`config.mk`:
```
export PLATFORM = sky130hd
export DESIGN_NAME = rf_scoreboard
export DESIGN_NICKNAME = d
export VERILOG_FILES = /design/src/rtl/rf_scoreboard.sv
export SDC_FILE = /design/constraint.sdc
export NUM_CORES = 1
export LEC_CHECK = 0
export CORE_MARGIN = 8
export CORE_UTILIZATION = 55
export CTS_CLUSTER_DIAMETER = 200
export DETAILED_ROUTE_END_ITERATION = 8
export DONT_BUFFER_PORTS = 1
export HOLD_SLACK_MARGIN = 0.06
export PLACE_DENSITY = 0.8
export REMOVE_ABC_BUFFERS = 1
export SLEW_MARGIN = 20
export SYNTH_ARGS = -nofsm -noshare
export SYNTH_HDL_FRONTEND = slang
export SYNTH_SLANG_ARGS = --single-unit
```
`constraint.sdc`:
```
create_clock -name clk -period 11.1 [get_ports clk]
set_clock_uncertainty 0.2 [all_clocks]
set_input_delay 2.775 -clock clk [delete_from_list [all_inputs] [get_ports clk]]
set_output_delay 2.775 -clock clk [all_outputs]
set_load 0.05 [all_outputs]
```
`src/rtl/rf_scoreboard.sv`:
```
// Register file with per-register busy (reservation) bits for in-order issue scoreboarding.
// Reads are combinational with optional write forwarding; err flags a reservation of an already-busy register.
module rf_scoreboard #(
  parameter int WIDTH    = 16,
  parameter int AW       = 3,
  parameter int BYPASS   = 1,
  parameter int ZERO_REG = 0
) (
  input  logic             clk,
  input  logic             rst,
  input  logic [AW-1:0]    read1regsel,
  input  logic [AW-1:0]    read2regsel,
  output logic [WIDTH-1:0] read1data,
  output logic [WIDTH-1:0] read2data,
  output logic             read1busy,
  output logic             read2busy,
  input  logic [AW-1:0]    writeregsel,
  input  logic [WIDTH-1:0] writedata,
  input  logic             write,
  input  logic [AW-1:0]    rsvregsel,
  input  logic             rsv,
  output logic             err
);

  localparam int   NREGS = 2 ** AW;
  localparam logic ZR    = (ZERO_REG != 0);
  localparam logic BP    = (BYPASS != 0);

  logic [WIDTH-1:0] regs_q [NREGS];
  logic [WIDTH-1:0] regs_d [NREGS];
  logic [NREGS-1:0] busy_q;
  logic [NREGS-1:0] busy_d;
  logic             err_q;
  logic             err_d;

  logic             wr_en;
  logic             rsv_en;
  logic [AW-1:0]    rd_sel  [2];
  logic [WIDTH-1:0] rd_data [2];
  logic [1:0]       rd_busy;

  assign rd_sel[0] = read1regsel;
  assign rd_sel[1] = read2regsel;
  assign read1data = rd_data[0];
  assign read2data = rd_data[1];
  assign read1busy = rd_busy[0];
  assign read2busy = rd_busy[1];
  assign err       = err_q;

  // Next-state: data writes, busy set/clear (reserve wins over clear), double-reservation detect.
  always_comb begin
    wr_en  = write && !(ZR && (writeregsel == {AW{1'b0}}));
    rsv_en = rsv && !(ZR && (rsvregsel == {AW{1'b0}}));
    for (int i = 0; i < NREGS; i++) begin
      regs_d[i] = (wr_en && (writeregsel == AW'(i))) ? writedata : regs_q[i];
      if (rsv_en && (rsvregsel == AW'(i))) begin
        busy_d[i] = 1'b1;
      end else if (wr_en && (writeregsel == AW'(i))) begin
        busy_d[i] = 1'b0;
      end else begin
        busy_d[i] = busy_q[i];
      end
    end
    // A same-cycle write to the register retires the old producer, so re-reserving it is legal.
    err_d = rsv_en && busy_q[rsvregsel] && !(wr_en && (writeregsel == rsvregsel));
  end

  // Read ports: hardwired zero register first, then forwarding, then stored state.
  always_comb begin
    for (int p = 0; p < 2; p++) begin
      if (ZR && (rd_sel[p] == {AW{1'b0}})) begin
        rd_data[p] = {WIDTH{1'b0}};
        rd_busy[p] = 1'b0;
      end else if (BP && !rst && write && (writeregsel == rd_sel[p])) begin
        rd_data[p] = writedata;
        rd_busy[p] = 1'b0;
      end else begin
        rd_data[p] = regs_q[rd_sel[p]];
        rd_busy[p] = busy_q[rd_sel[p]];
      end
    end
  end

  // State registers with asynchronous clear.
  always_ff @(posedge clk or posedge rst) begin
    if (rst) begin
      for (int i = 0; i < NREGS; i++) begin
        regs_q[i] <= {WIDTH{1'b0}};
      end
      busy_q <= {NREGS{1'b0}};
      err_q  <= 1'b0;
    end else begin
      regs_q <= regs_d;
      busy_q <= busy_d;
      err_q  <= err_d;
    end
  end

endmodule

```
Word level (Yosys, flattened, before mapping)
Index checks and enable logic that the tools add are counted.
W data, S select, Z words.
{"block": "classes", "n_lt_le_gt_ge": 5, "reduce_logical": 34, "muxes": 32, "n_bitwise": 2, "eq_ne": 17}
{"operator": "$bmux W16 S3", "n": 2}
{"operator": "$mux W16", "n": 6}
{"operator": "$eq A3 B3 Y1 const B", "n": 8}
{"operator": "$logic_and A1 B1 Y1", "n": 22}
{"operator": "$mux W1", "n": 21}
{"operator": "$reduce_bool A2 Y1", "n": 8}
{"operator": "$eq A3 B2 Y1 const B", "n": 4}
{"operator": "$lt A3 B4 Y1 const B", "n": 3}
{"operator": "$bmux W1 S3", "n": 3}
{"operator": "$eq A3 B3 Y1", "n": 3}
{"operator": "$ge A4 B4 Y1 const B", "n": 2}
{"operator": "$not A3 Y4", "n": 2}
{"operator": "$eq A3 B1 Y1 const B", "n": 2}
{"operator": "$logic_not A3 Y1", "n": 2}
{"operator": "$logic_not A1 Y1", "n": 2}
{"block": "totals", "word_cells": 107, "in_bits": 32, "reg_bits": 137, "output_inout_bits": 35}

Depth between registers and ports, before layout
{"block": "depth", "depth_word": 5, "depth_mapped": 6, "depth_no_buf": 3}

Worst setup path after synthesis
Ideal clock, no wire load.
{"block": "synth_timing", "path_kind": "input to output", "from": "in read1regsel[1]", "to": "out read1data[15]", "n_path_buf": 3, "arrival_time_ns": 4.185, "cell_stages": 6, "path_slack_ns": 3.940, "cell_sequence": "buf_6 buf_2 buf_4 mux4_2 mux2_2 mux2_2"}
{"block": "synth_via", "elab_chain_cells": 5, "word_cells_on_any_way": 7, "cone_classes": "1 x eq/ne; 4 x mux; 1 x bitwise; 1 x reduce/logical"}
{"element": "start, declared", "line": "11", "source": "input logic [AW-1:0] read1regsel,"}
{"element": "$not A3 Y4 (not written as such)", "line": "78", "source": "rd_data[p] = regs_q[rd_sel[p]];"}
{"element": "$bmux W16 S3", "line": "78"}
{"element": "$mux W16 (not written as such) (2 in a row)", "line": "78"}
{"element": "$mux W16 (*)", "line": "74", "source": "end else if (BP && !rst && write && (writeregsel == rd_sel[p])) begin"}
{"element": "end, declared", "line": "13", "source": "output logic [WIDTH-1:0] read1data,"}
Mark *: on every way between the ends. The rest lies on a longest branch, timed or not. The select of a mux whose other input is x is not followed.

Final worst setup path
{"block": "layout_timing", "from": "in write", "to": "out read1data[15]"}
{"block": "layout_via", "elab_chain_cells": 3}
{"element": "start, declared", "line": "19", "source": "input logic write,"}
{"element": "$logic_and A1 B1 Y1 (2 in a row)", "line": "74"}
{"element": "$mux W16", "line": "74"}
Every way passes these cells.

==> qor.yml <==
synth_area_sq_um: 8160
hp-class: "register to register"
rsz0062_at_grt: "no"
htreeDepth: 4
synth.avg_cell_area_sq_um: 16.26
chipWidth_um: 137.8
path_max_fanout: 10
setup.worst_path.end_class: "output port"
drive_gt1_frac: 0.5030
cp.arrival_ns: 4.63
cap_violations: 0
drv_slew: 0
fin_crit_sh: 0.6855
clock-sinks: 137
syn_inst: 502
area_growth_pct: 7.743
stdcell_area_sq_um: 8792
clkTransAtPathRegs_ns: 0.06
yosysWarnings: 0
slew_headroom: 0.3811
antenna_found_initial: 0
place_area_sq_um: 8128
synth_flop_cell: "dfrtp_1"
ir_worst_vdd_mv: 0.1200
hold_depth: 1
via_per_inst: 6.774
dieArea_sq_um: 18990
vias: 4586
post_drt_wl_per_cell_um: 27.82
setup_viol: 0
grt_max_degree: 74
numCtsBuffers: 17
hpwl_um: 10850
clkLatencyLatePin_ns: 0.41
post_cts_resized: 0
synth-edff-count: 0
cp.required_ns: 8.12
ant_nets: 0
grtUsageTotal: 0.2073
finalNonFillerCells: 677
nets: 512
ios: 67
dpl.cell_count: 645
cellPowerDensity_nw_per_um2: 205.8
gr-total-overflow: 0
drtIter0Drc: 269
ys_seq_elements: 137
port_buffers: 0
final_util: 0.6049
synth_top_area_frac: 0.4201
synth_cell_types: 29
layout_min_cycle_time_ns: 7.609
fillers: 1017
yosysTopAreaCell: "dfrtp_1"
place_congestion: 0.7806
postCtsSetupBuffers: 0
synth_common_cells: "mux2_2, dfrtp_1, mux4_1"
drt-total-wl_um: 18840
crit_path_start_kind: "input port"
cts_buffer_depth: 2
yosysMostFrequentCell: "mux2_2"
drtPass1Iterations: 5
root_buffer: "clkbuf_16"
timing.hold.ws_ns: 0.3087
hold_violations: 0
drc: 0
grt_pass1_vias: 5057
worstSetupPathType: "input port to output port"
setup_tns_ns: 0
start_util: 0.5615
rows: 44
synth_area_leaders: "dfrtp_1, mux2_2, mux4_1"
antennaDiodeCount: 0
leakagePower_nw: 3.754
coreArea_sq_um: 14530
outcome: "finished clean"
synth-async-reset-ratio: 1.000
reg2reg_depth: 3
die_y_um: 137.8
seq_area_frac_synth: 0.4201
ctsHoldBuffers: 0
worst_pin_slew_ns: 0.9256
grt_pass1_wl_um: 29370
max_freq_mhz: 131.4
cts_tree: "yes"
registers in the layout, summed over array words and instances, names as in the netlist:
| register | count |
|---|---|
| regs_q | 128 |
| busy_q | 8 |
| err | 1 |
layout by cell type (no fill, tap or decap), drive strengths merged:
cell type,synthesis,final
nor3b,2,2
and3,1,1
clkbuf,3,22
and2,2,2
nor2b,1,1
o21ai,4,4
xnor2,9,9
nand2,7,7
nor3,2,2
o32ai,2,2
dfrtp,137,137
inv,5,5
nand4b,3,3
clkinvlp,0,3
buf,49,11
bufinv,0,5
o22ai,2,2
nand2b,4,4
clkinv,0,2
mux2,195,195
mux4,70,70
nand4,4,4
metal layers:
| layer | global-route usage | part of all wire | wire length, um | vias up |
|---|---|---|---|---|
| met1 | 0.2575 | 0.40 | 7608 | 2436 |
| met2 | 0.3456 | 0.51 | 9577 | 175 |
| met5 | 0 | 0 | 0 | - |
| met4 | 0.07284 | 0.016 | 308 | 0 |
| met3 | 0.05252 | 0.071 | 1342 | 33 |
| li1 | - | - | - | 1942 |
final timing paths:
check	start	end	slack, ns
worst max-delay path	write	read1data[15]	3.49
worst min-delay path	regs_q[49]$_DFFE_PP0P_	regs_q[49]$_DFFE_PP0P_	0.31
worst max register to register	busy_q[7]$_DFFE_PP0P_	err$_DFF_PP0_	9.45
worst min register to register	regs_q[49]$_DFFE_PP0P_	regs_q[49]$_DFFE_PP0P_	0.31
max in group asynchronous	rst	busy_q[5]$_DFFE_PP0P_	7.08
min in group asynchronous	rst	regs_q[63]$_DFFE_PP0P_	2.19
critical path, stage by stage:
cell	delay (ns)
nor2b_1	0.18
nand4_1	0.75
buf_4	0.50
mux2_2	0.42
through the flow:
stage | power [W] | setup WS, ns
finish | 0.001809 | 3.491
global route | 0.001881 | 3.431
CTS | 0.001820 | 3.496
detailed placement | 0.001183 | 3.503
global placement | 0.001158 | 3.600
floorplan | 0.001104 | 3.905
final cells by class:
cell class              instances  area [sq um]  area share
flip-flops and latches        137          3428      0.3899
clock buffers                  22         474.2     0.05393
multi-input cells             308          4365      0.4965
inverters                       5         21.27    0.002419
clock inverters                10         190.2     0.02163
well taps                     184         230.2     0.02618
repair buffers                 11         82.58    0.009392
cells by family after synthesis:
kind of cell | after synthesis | synth area share
simple gates | 26 | 0.02285
buf+inv | 57 | 0.04492
xor+xnor | 9 | 0.009660
mux | 265 | 0.4963
flops | 137 | 0.4201
compound gates | 8 | 0.006133
where the power goes:
part           switching (W)  internal (W)
combinational       0.000239      0.000250
clock               0.000211      0.000418
sequential         0.0000815      0.000610
No activity file was read; power rests on OpenSTA's default activity.
